### config.mk
export PLATFORM = sky130hd
export DESIGN_NAME = hslp_pipe_mul
export DESIGN_NICKNAME = d
export VERILOG_FILES = /design/src/rtl/hslp_pipe_mul_pkg.sv /design/src/rtl/hslp_quad_trunc.sv /design/src/rtl/hslp_pipe_mul.sv
export SDC_FILE = /design/constraint.sdc
export NUM_CORES = 1
export LEC_CHECK = 0
export CAP_MARGIN = 20
export CORE_ASPECT_RATIO = 0.6
export CORE_UTILIZATION = 30
export DETAILED_ROUTE_END_ITERATION = 8
export PLACE_DENSITY_LB_ADDON = 0.15
export SETUP_SLACK_MARGIN = 0.15
export SLEW_MARGIN = 20
export SYNTH_ARGS = -nofsm -noshare
export SYNTH_HDL_FRONTEND = slang
export SYNTH_SLANG_ARGS = --single-unit
### constraint.sdc
create_clock -name clk -period 2.88 [get_ports clk]
set_clock_uncertainty 0.1 [all_clocks]
set_input_delay 0.576 -clock clk [delete_from_list [all_inputs] [get_ports clk]]
set_output_delay 0.576 -clock clk [all_outputs]
set_load 0.02 [all_outputs]
### src/rtl/hslp_pipe_mul_pkg.sv
// Shared definitions for the HSLP pipelined approximate multiplier.
// Mode field layout, truncation level type and mask helper.
package hslp_pipe_mul_pkg;

  localparam int MODE_HH = 6;
  localparam int MODE_HL = 4;
  localparam int MODE_LH = 2;
  localparam int MODE_LL = 0;

  typedef logic [1:0] lvl_t;

  function automatic logic [31:0] trunc_mask(
    input lvl_t lvl,
    input int   step
  );
    logic [31:0] m;
    m = '1;
    return m << (int'(lvl) * step);
  endfunction

endpackage

### src/rtl/hslp_quad_trunc.sv
// One H x H quadrant product with its low
// lvl*TRUNC_STEP bits forced to zero.
module hslp_quad_trunc
  import hslp_pipe_mul_pkg::*;
#(
  parameter int H          = 4,
  parameter int TRUNC_STEP = 1
) (
  input  logic [H-1:0]   x,
  input  logic [H-1:0]   y,
  input  lvl_t           lvl,
  output logic [2*H-1:0] p
);

  logic [2*H-1:0] full;
  logic [2*H-1:0] m;

  assign full = (2*H)'(x) * (2*H)'(y);
  assign m    = (2*H)'(trunc_mask(lvl, TRUNC_STEP));
  assign p    = full & m;

endmodule

### src/rtl/hslp_pipe_mul.sv
// Pipelined HSLP approximate multiplier: quadrant stage,
// sum stage, valid/ready backpressure and a txn counter.
module hslp_pipe_mul
  import hslp_pipe_mul_pkg::*;
#(
  parameter int W          = 8,
  parameter int TRUNC_STEP = 1,
  parameter int COUNT_W    = 16
) (
  input  logic               clk,
  input  logic               rst_n,
  input  logic               in_valid,
  output logic               in_ready,
  input  logic [W-1:0]       a,
  input  logic [W-1:0]       b,
  input  logic [7:0]         mode,
  output logic               out_valid,
  input  logic               out_ready,
  output logic [2*W-1:0]     prod,
  input  logic               cnt_clr,
  output logic [COUNT_W-1:0] txn_count
);

  localparam int H = W / 2;

  logic [2*H-1:0] hh, hl, lh, ll;
  logic [2*H-1:0] qhh, qhl, qlh, qll;
  logic           va, vb;
  logic           adv_a, adv_b;
  logic [2*W-1:0] sum;

  hslp_quad_trunc #(.H(H), .TRUNC_STEP(TRUNC_STEP)) u_hh (
    .x(a[W-1:H]), .y(b[W-1:H]),
    .lvl(lvl_t'(mode[MODE_HH +: 2])), .p(hh)
  );

  hslp_quad_trunc #(.H(H), .TRUNC_STEP(TRUNC_STEP)) u_hl (
    .x(a[W-1:H]), .y(b[H-1:0]),
    .lvl(lvl_t'(mode[MODE_HL +: 2])), .p(hl)
  );

  hslp_quad_trunc #(.H(H), .TRUNC_STEP(TRUNC_STEP)) u_lh (
    .x(a[H-1:0]), .y(b[W-1:H]),
    .lvl(lvl_t'(mode[MODE_LH +: 2])), .p(lh)
  );

  hslp_quad_trunc #(.H(H), .TRUNC_STEP(TRUNC_STEP)) u_ll (
    .x(a[H-1:0]), .y(b[H-1:0]),
    .lvl(lvl_t'(mode[MODE_LL +: 2])), .p(ll)
  );

  assign adv_b    = !vb || out_ready;
  assign adv_a    = !va || adv_b;
  assign in_ready = adv_a;

  // Truncation only lowers the exact product, so 2W bits never overflow.
  always_comb begin
    sum = ((2*W)'(qhh) << W)
        + (((2*W)'(qhl) + (2*W)'(qlh)) << H)
        + (2*W)'(qll);
  end

  always_ff @(posedge clk or negedge rst_n) begin
    if (!rst_n) begin
      va  <= 1'b0;
      qhh <= '0;
      qhl <= '0;
      qlh <= '0;
      qll <= '0;
    end else if (adv_a) begin
      va <= in_valid;
      if (in_valid) begin
        qhh <= hh;
        qhl <= hl;
        qlh <= lh;
        qll <= ll;
      end
    end
  end

  always_ff @(posedge clk or negedge rst_n) begin
    if (!rst_n) begin
      vb   <= 1'b0;
      prod <= '0;
    end else if (adv_b) begin
      vb <= va;
      if (va) begin
        prod <= sum;
      end
    end
  end

  assign out_valid = vb;

  always_ff @(posedge clk or negedge rst_n) begin
    if (!rst_n) begin
      txn_count <= '0;
    end else if (cnt_clr) begin
      txn_count <= '0;
    end else if (vb && out_ready) begin
      txn_count <= txn_count + COUNT_W'(1);
    end
  end

endmodule

======== Yosys cells after proc, flatten, opt, wreduce, memory -nomap -nowiden ========
Index checks and enable logic that the tools add are counted.
word-level totals
  memories kept ........................... 0
  input port bits ......................... 29
  output and inout bits ................... 34
  bits in writable memories ............... 0
  flip-flop bits (word level) ............. 66
  latch bits .............................. 0
  memory bits (read-only) ................. 0
operators by class
  mux-type cells .......................... 2
  div/mod/pow operators ................... 0
  magnitude comparators ................... 0
  shift-type cells ........................ 4
  add/sub/neg operators ................... 4
  reductions and logical operators ........ 8
  eq/ne operators ......................... 0
  bitwise operators ....................... 4
  $mul .................................... 4
operator list
  operator               number
  $shl 32x2->8 const A   4
  $and 8x8->8            4
  $mul 4x4->8            4
  $mux 16                2
  $add 16x1->16 const B  1
  $add 16x13->16         1
  $add 16x8->16          1
  $add 8x8->9            1
  $reduce_and 2->1       2
  $logic_not 1->1        2
  $logic_or 1x1->1       2
  $reduce_bool 2->1      1
  $logic_and 1x1->1      1

======== Logic depth before layout (Yosys ltp) ========
Gate-level depths: netlist of the first run.
  word-level depth ........................ 4
  gate-level depth with buffers ........... 14
  gate-level depth less buffers ........... 14

======== Modules after synthesis ========
Synthesis of the first run repeated with hierarchy kept, for this count alone.
unflattened totals
  cell total of the unflattened synthesis .. 522
  area total of the unflattened synthesis .. 5247.5 um^2
modules (own cells, without submodules)
  module                       area each (um^2)  cells an instance  instances
  hslp_pipe_mul                3387.0            306                1
  hslp_quad_trunc at u_hl ...  465.4             54                 3
  hslp_quad_trunc at u_hh      464.2             54                 1

======== Worst setup path before layout of the first run ========
OpenSTA, ideal clock, no wires.
  kind .................................... in2reg
  from .................................... in a[0]
  to ...................................... reg qlh[7]
  slack ................................... -0.056 ns
  buffers on the path ..................... 0
  data arrival time ....................... 2.691 ns
  stages on the path ...................... 10
  cells stage by stage .................... nand2_1 > fa_1 > inv_1 > fa_1 > ha_1 > a21o_1 > a21oi_1 > o21bai_1 > mux2i_1 > o311ai_0
between the ends
  cells in the longest elaborated chain, start to end .. 2
RTL lines
  what                    line                   RTL
  start: declaration      hslp_pipe_mul.sv:14    input logic [W-1:0] a,
  $mul 4x4->8             hslp_quad_trunc.sv:18  assign full = (2*H)'(x) * (2*H)'(y);
  $and 8x8->8             hslp_quad_trunc.sv:20  assign p = full & m;
  end signal: assignment  hslp_pipe_mul.sv:75    qlh <= lh;
  end: declaration        hslp_pipe_mul.sv:27    logic [2*H-1:0] qhh, qhl, qlh, qll;
Every way passes these cells.
A chain may end at the register's enable or synchronous reset.

======== Worst setup path in the final report of the first run ========
  from .................................... reg qlh[0]
  to ...................................... reg prod[14]
between the ends
  cells in the longest elaborated chain, start to end .. 3
RTL lines
  what                    line                 RTL
  $add 8x8->9             hslp_pipe_mul.sv:59  + (((2*W)'(qhl) + (2*W)'(qlh)) << H)
  $add 16x13->16          hslp_pipe_mul.sv:59
  $add 16x8->16           hslp_pipe_mul.sv:60  + (2*W)'(qll);
  end signal: assignment  hslp_pipe_mul.sv:88  prod <= sum;
  end: declaration        hslp_pipe_mul.sv:19  output logic [2*W-1:0] prod,
Every way passes these cells.

==> results.json, run 1 <==
{
  "die_area_mm2": 0.0176,
  "postSynthAreaPerCell_um2": 9.15,
  "holdBufCountCts": 0,
  "path_clk_slew_ns": 0.06,
  "rsz0062_at_grt": "true",
  "pre_cts_ws_ns": -0.712,
  "mappedNetlistArea_mm2": 0.00512,
  "max_freq_mhz": 333,
  "synthArstFlopShare_pct": 100,
  "final_area_mm2": 0.00725,
  "synth-compound-area-share_pct": 10.9,
  "port_buffers": 62,
  "p_r_area_growth_vs_syn_pct": 41.5,
  "count_of_flip_flops_with_a_built_in_enable_after_synthesis": 0,
  "clock_path_buffers": 2,
  "nFillCells": 1614,
  "clockRootBuffer": "clkbuf_16",
  "timing.critical_path.fanout_max": 4,
  "ys_seq_area_share_pct": 32.2,
  "dpl_cell_area_mm2": 0.00647,
  "gr-total-overflow": 0,
  "postRouteAntennaNets": 0,
  "core.rowCount": 36,
  "worst-setup-path-type": "flop to flop",
  "period_minus_slack_ns": 3.01,
  "power_density_mw_per_mm2": 627,
  "synth_fa_ha_area_share_pct": 23.4,
  "cts.htree.levels": 3,
  "postSynthRegisterBits": 66,
  "clock_latency_ns": 0.33,
  "vias": 4267,
  "run_status": "finished, violations left",
  "die_x_um": 171,
  "synthSimpleGateAreaFrac_pct": 22.6,
  "fin_worst_hold_slack_ns": 0.353,
  "routability_congestion_estimate": 0.784,
  "slew_violations": 0,
  "start_util_pct": 31.2,
  "setup_viol_count_final": 6,
  "syn-num-nets": 674,
  "number_of_nets_in_the_final_layout": 798,
  "hpwl_after_dpl_mm": 10.6,
  "fin_ws_ns": -0.127,
  "drt-total-wl_mm": 13.7,
  "core_area_mm2": 0.0164,
  "crit_end_element": "flop",
  "total_power_uw": 4540,
  "routedWlPerCell_um": 14.9,
  "cts_inserted_buffers": 9,
  "yosys.area_share.xor_xnor_pct": 6.16,
  "failed_checks": "negative setup slack",
  "synth_mux_area_share_pct": 1.22,
  "grt_max_degree": 67,
  "max_cap_violations": 0,
  "post_synth_inst_count": 560,
  "antenna_diode_count": 0,
  "finish.utilization_pct": 44.1,
  "die_height_um": 103,
  "worst_setup_path_start_kind": "flop",
  "min_path_type": "input port to asynchronous set/reset pin",
  "synth-main-ff-cell": "dfrtp_1",
  "post_synth_num_cell_types": 50,
  "drcViolationCount": 0,
  "min_period_over_period_pct": 104,
  "synth_top_family_by_area": "adder cells",
  "grtUsageTotal_pct": 16.4,
  "drt_pre_antenna_iters": 4,
  "drt_iter0_markers": 178,
  "cp.required_ns": 3.03,
  "grt_first_pass_wirelength_mm": 21.8,
  "cellLeakagePower_uw": 0.00333,
  "tightest_slew_ns": 0.897,
  "cts.sinks": 66,
  "hold_viol": 0,
  "synth_warnings": 0,
  "ir_worst_vdd_v": 0.000324,
  "tritoncts": "built",
  "max_slew_margin_pct": 40.2,
  "post_drt_via_cell_ratio": 4.65,
  "first_global_vias": 4165,
  "io-pin-count": 63,
  "layout-drive-gt1-share_pct": 24.2,
  "cp.arrival_ns": 3.15,
  "grt_antenna_before_repair": 0
}
[final cells by class]
| cell class | count | area [µm²] | share of cell area [%] |
|---|---|---|---|
| sequential | 66 | 1650 | 22.8 |
| inverter | 33 | 124 | 1.71 |
| tap | 228 | 285 | 3.94 |
| timing repair buffer | 125 | 1120 | 15.5 |
| clock inverter | 4 | 73.8 | 1.02 |
| multi-input combinational | 449 | 3730 | 51.5 |
| clock buffer | 12 | 256 | 3.54 |
[critical path: stages (launching register included)]
cell      delay [ns]
dfrtp_1         0.35
ha_2            0.17
inv_2           0.04
fa_2            0.40
nor2b_2         0.15
o21ai_2         0.08
a21boi_2        0.23
o31ai_2         0.11
buf_4           0.15
a21oi_4         0.15
ha_4            0.20
and3_4          0.21
a31oi_2         0.12
or3_1           0.32
a31oi_1         0.16
[cell usage after synthesis (all sizes together), types with 6 or more instances]
| cell type | count | area, µm² |
|---|---|---|
| a21o | 7 | 52.6 |
| nor3b | 11 | 82.6 |
| buf | 6 | 31.3 |
| fa | 18 | 360 |
| inv | 33 | 124 |
| nand4 | 6 | 52.6 |
| nor2 | 30 | 113 |
| ha | 67 | 838 |
| and2 | 47 | 297 |
| o21ai | 43 | 215 |
| clkbuf | 6 | 22.5 |
| nand2b | 8 | 50.1 |
| nand2 | 97 | 367 |
| nand3 | 9 | 57.6 |
| xnor2 | 20 | 175 |
| xor2 | 16 | 140 |
| a21oi | 24 | 120 |
| dfrtp | 66 | 1650 |
[cells in the final DEF, fill, tap and decap left out, drive strengths merged, types with 2 or more instances in the layout]
cell type,Yosys,layout
nand2,97,97
buf,6,76
ha,67,67
dfrtp,66,66
and2,47,47
clkdlybuf4s50,0,45
o21ai,43,43
inv,33,33
nor2,30,30
a21oi,24,24
xnor2,20,20
fa,18,18
xor2,16,16
clkbuf,6,13
nor3b,11,11
nand3,9,9
nand2b,8,8
a21o,7,7
nand4,6,6
or3,5,5
o21bai,4,4
mux2i,4,4
o41ai,4,4
nor3,3,3
dlygate4sd2,0,3
a31oi,3,3
and3,3,3
a21boi,2,2
mux2,2,2
bufinv,0,2
nor2b,2,2
nor4,2,2
clkinv,0,2
[final timing paths]
kind	startpoint	endpoint	slack, ns	cells after the start
max	qlh[0]	prod[14]	-0.13	14
min	rst_n	txn_count[12]	0.35	2
max reg2reg	qlh[0]	prod[14]	-0.13	14
min reg2reg	qll[0]	prod[0]	0.38	2
max in group asynchronous	rst_n	prod[9]	1.74	2
min in group clk	qll[0]	prod[0]	0.38	2
[per-layer routing]
| metal | GRT usage (%) | vias up | wire (µm) |
|---|---|---|---|
| met5 | 0 | - | 0 |
| met4 | 3.33 | 0 | 91 |
| met3 | 3.23 | 7 | 568 |
| met2 | 23.0 | 64 | 5450 |
| met1 | 25.5 | 2051 | 7560 |
| li1 | - | 2145 | - |
[state kept, by name, summed over array words and instances, names as in the netlist]
signal and flops:
out_valid 1, prod 16, qhl 8, qhh 8
va 1, qll 8, qlh 8, txn_count 16
[stage by stage]
step	TNS, ns	instances
5_1_grt	-1.46	917
3_3_place_gp	-11.73	893
4_1_cts	-0.384	911
6_report	-0.531	917
3_5_place_dp	-12.55	893
2_1_floorplan	0	560
[what timing repair did]
action / CTS / global route
resized for setup: 89 / 69
buffers inserted: 2 / 6
pin swaps: 29 / 48
endpoints found under the setup margin: 27 / 18
[power by group]
group / internal, µW / leakage, µW / total [µW] / switching, µW
registers: 1110 / 0.000858 / 1260 / 153
logic: 1020 / 0.00231 / 2080 / 1060
clock network: 805 / 0.000163 / 1210 / 401
[kinds of logic (layout without fill, tap and decap cells)]
kind of cell | Yosys count | after routing
simple gates | 226 | 226
compound gates | 96 | 96
fa+ha+maj | 85 | 85
flops | 66 | 66
buf+inv | 45 | 174
xor+xnor | 36 | 36
mux | 6 | 6
(Power assumes the default switching activity.)
==> inputs of run 2 (changes only) <==
--- a/config.mk
+++ b/config.mk
@@ -11,7 +11,7 @@
 export DETAILED_ROUTE_END_ITERATION = 8
 export PLACE_DENSITY_LB_ADDON = 0.15
 export SETUP_SLACK_MARGIN = 0.15
-export SLEW_MARGIN = 20
+export SLEW_MARGIN = 5
 export SYNTH_ARGS = -nofsm -noshare
 export SYNTH_HDL_FRONTEND = slang
 export SYNTH_SLANG_ARGS = --single-unit
==> results of run 2 <==
No change in the layout: final DEF, timing and power equal those of run 1.
==> inputs of run 3 (changes only) <==
--- a/config.mk
+++ b/config.mk
@@ -7,9 +7,11 @@
 export LEC_CHECK = 0
 export CAP_MARGIN = 20
 export CORE_ASPECT_RATIO = 0.6
+export CORE_MARGIN = 4
 export CORE_UTILIZATION = 30
 export DETAILED_ROUTE_END_ITERATION = 8
 export PLACE_DENSITY_LB_ADDON = 0.15
+export RECOVER_POWER = 25
 export SETUP_SLACK_MARGIN = 0.15
 export SLEW_MARGIN = 5
 export SYNTH_ARGS = -nofsm -noshare
==> run 3 against run 2 <==
Compared with the run above: the flow still finishes with violations (negative setup slack); combinational power about the same; fmax up 3.0%; critical endpoint unchanged; sequential share of layout area up 0.087 points; sequential power about the same; largest power group unchanged.
==> results.json, run 3 (synthesis results as in run 1) <==
{
  "run_status": "finished, violations left",
  "failed_checks": "negative setup slack",
  "grt_antenna_before_repair": 0,
  "hold_viol": 0,
  "switching_share_pct": 36.3,
  "max_slew_margin_pct": 27.8,
  "max_freq_mhz": 343,
  "layout.cells.most_common_list": "82 x nand2_1, 66 x dfrtp_1, 63 x buf_4",
  "antenna_diode_count": 0,
  "total_power_uw": 4320,
  "fin_ws_ns": -0.0383,
  "cp.arrival_ns": 3.06,
  "min_path_type": "input port to asynchronous set/reset pin",
  "fin_tns_setup_ns": -0.0642,
  "biggestRegsByFlops": "prod (16), txn_count (16)",
  "start_util_pct": 31.1,
  "grt_first_pass_wirelength_mm": 22.2,
  "wl_met2_mm": 5.78,
  "hpwl_after_dpl_mm": 11.3,
  "p_r_area_growth_vs_syn_pct": 40.9,
  "dr.max_layer_used": "met4",
  "gr-total-overflow": 0,
  "die_area_mm2": 0.0193,
  "rr_startpoint": "qhl[0]",
  "period_minus_slack_ns": 2.92,
  "tightest_slew_ns": 1.08,
  "core.rowCount": 36,
  "cts.sinks": 66,
  "comb_power_share_pct": 47.7,
  "final_area_mm2": 0.00722,
  "placed_cells": 897,
  "clock_latency_ns": 0.32,
  "power_density_mw_per_mm2": 598,
  "internal_power_uw": 2750,
  "cellLeakagePower_uw": 0.00334,
  "cts.htree.levels": 3,
  "power.clock.fraction_pct": 23.1,
  "drt_iter0_markers": 223,
  "routedLengthMet1_mm": 7.66,
  "seqPwrFrac_pct": 29.2,
  "first_global_vias": 4269,
  "finish.utilization_pct": 43.8,
  "setup_viol_count_final": 2,
  "dpl_cell_area_mm2": 0.00651,
  "max_cap_violations": 0,
  "core_area_mm2": 0.0165,
  "number_of_nets_in_the_final_layout": 803,
  "routability_congestion_estimate": 0.848,
  "post_drt_via_cell_ratio": 4.73,
  "most_common_cell_after_layout_fill_and_taps_aside": "nand2_1",
  "worst_setup_path_start_kind": "flop",
  "postRouteAntennaNets": 0,
  "clock_path_buffers": 2,
  "timing.critical_path.fanout_max": 4,
  "worst-setup-path-type": "flop to flop",
  "drcViolationCount": 0,
  "grtUsageTotal_pct": 14.7,
  "io-pin-count": 63,
  "routedWlPerCell_um": 15.3,
  "drt-total-wl_mm": 14.1,
  "path_clk_slew_ns": 0.05,
  "cts_inserted_buffers": 9,
  "rr_endpoint": "prod[14]",
  "layout-drive-gt1-share_pct": 24.6,
  "rsz0062_at_grt": "true",
  "power.switching_uw": 1570,
  "instances_no_fill": 918,
  "tritoncts": "built",
  "r2r_cells": 15,
  "nFillCells": 1651,
  "die_height_um": 109,
  "port_buffers": 62,
  "dr_wl_met3_um": 484,
  "rrSetupSlack_ns": -0.04,
  "ir_worst_vdd_v": 0.000259,
  "clockRootBuffer": "clkbuf_16",
  "cp.required_ns": 3.02,
  "vias": 4346,
  "slew_violations": 0,
  "crit_end_element": "flop",
  "die_x_um": 177,
  "grt_max_degree": 29,
  "min_period_over_period_pct": 101,
  "drt_pre_antenna_iters": 4
}
-- run 3: power by group through the flow --
stage               Combinational [µW]  Clock, µW  Sequential (µW)
global route                      2260       1060             1280
detailed placement                1700          0             1270
CTS                               1830       1030             1260
global placement                  1670          0             1270
floorplan                          915          0             1320
finish                            2060        999             1260
-- run 3: cell type report --
class / instances / area, µm² / area share (%)
Multi-Input combinational cell: 449 / 3710 / 51.3
Sequential cell: 66 / 1650 / 22.9
Clock buffer: 12 / 267 / 3.69
Timing Repair Buffer: 130 / 1180 / 16.4
Tap cell: 228 / 285 / 3.95
Inverter: 33 / 124 / 1.72
-- run 3: repair_timing --
item / in CTS / in global routing
resized for setup: 97 / 59
gates cloned: 0 / 0
setup endpoints to repair: 27 / 20
buffers inserted: 4 / 5
endpoints found under the hold margin: 0 / 0
hold buffers: 0 / 0
pin swaps: 33 / 46
-- run 3: through the flow --
| step | hold slack, ns | setup WS (ns) |
|---|---|---|
| global placement | 0.351 | -0.699 |
| CTS | 0.104 | -0.0618 |
| finish | 0.331 | -0.0383 |
| floorplan | 0.180 | 0.0947 |
| detailed placement | 0.361 | -0.732 |
| global route | 0.383 | -0.179 |
-- run 3: worst max path at each step --
stage               cells after the start  slack [ns]       end    from
floorplan                              10        0.09    qlh[7]    a[0]
global placement                       11       -0.70    qhh[7]    a[6]
detailed placement                     11       -0.73    qhh[7]    a[6]
CTS                                    14       -0.06  prod[14]  qlh[0]
global route                           15       -0.18  prod[14]  qhl[0]
finish                                 15       -0.04  prod[14]  qhl[0]
-- run 3: per-layer routing --
metal  vias up  track usage, %
met1      2112            23.4
met4         0            2.98
li1       2166               -
met3        13            3.08
met5         -               0
met2        55            20.1
-- run 3: worst max-delay path, stage by stage (launching register included) --
cell and delay (ns):
dfrtp_1 0.36, ha_2 0.18, inv_2 0.03, fa_2 0.34, nor2b_2 0.14, o21ai_2 0.08
a21boi_2 0.22, o31ai_2 0.09, buf_4 0.15, a21oi_4 0.14, ha_4 0.17, nand2_1 0.07
o21ai_2 0.20, a31oi_2 0.08, or3_1 0.32, a31oi_1 0.16
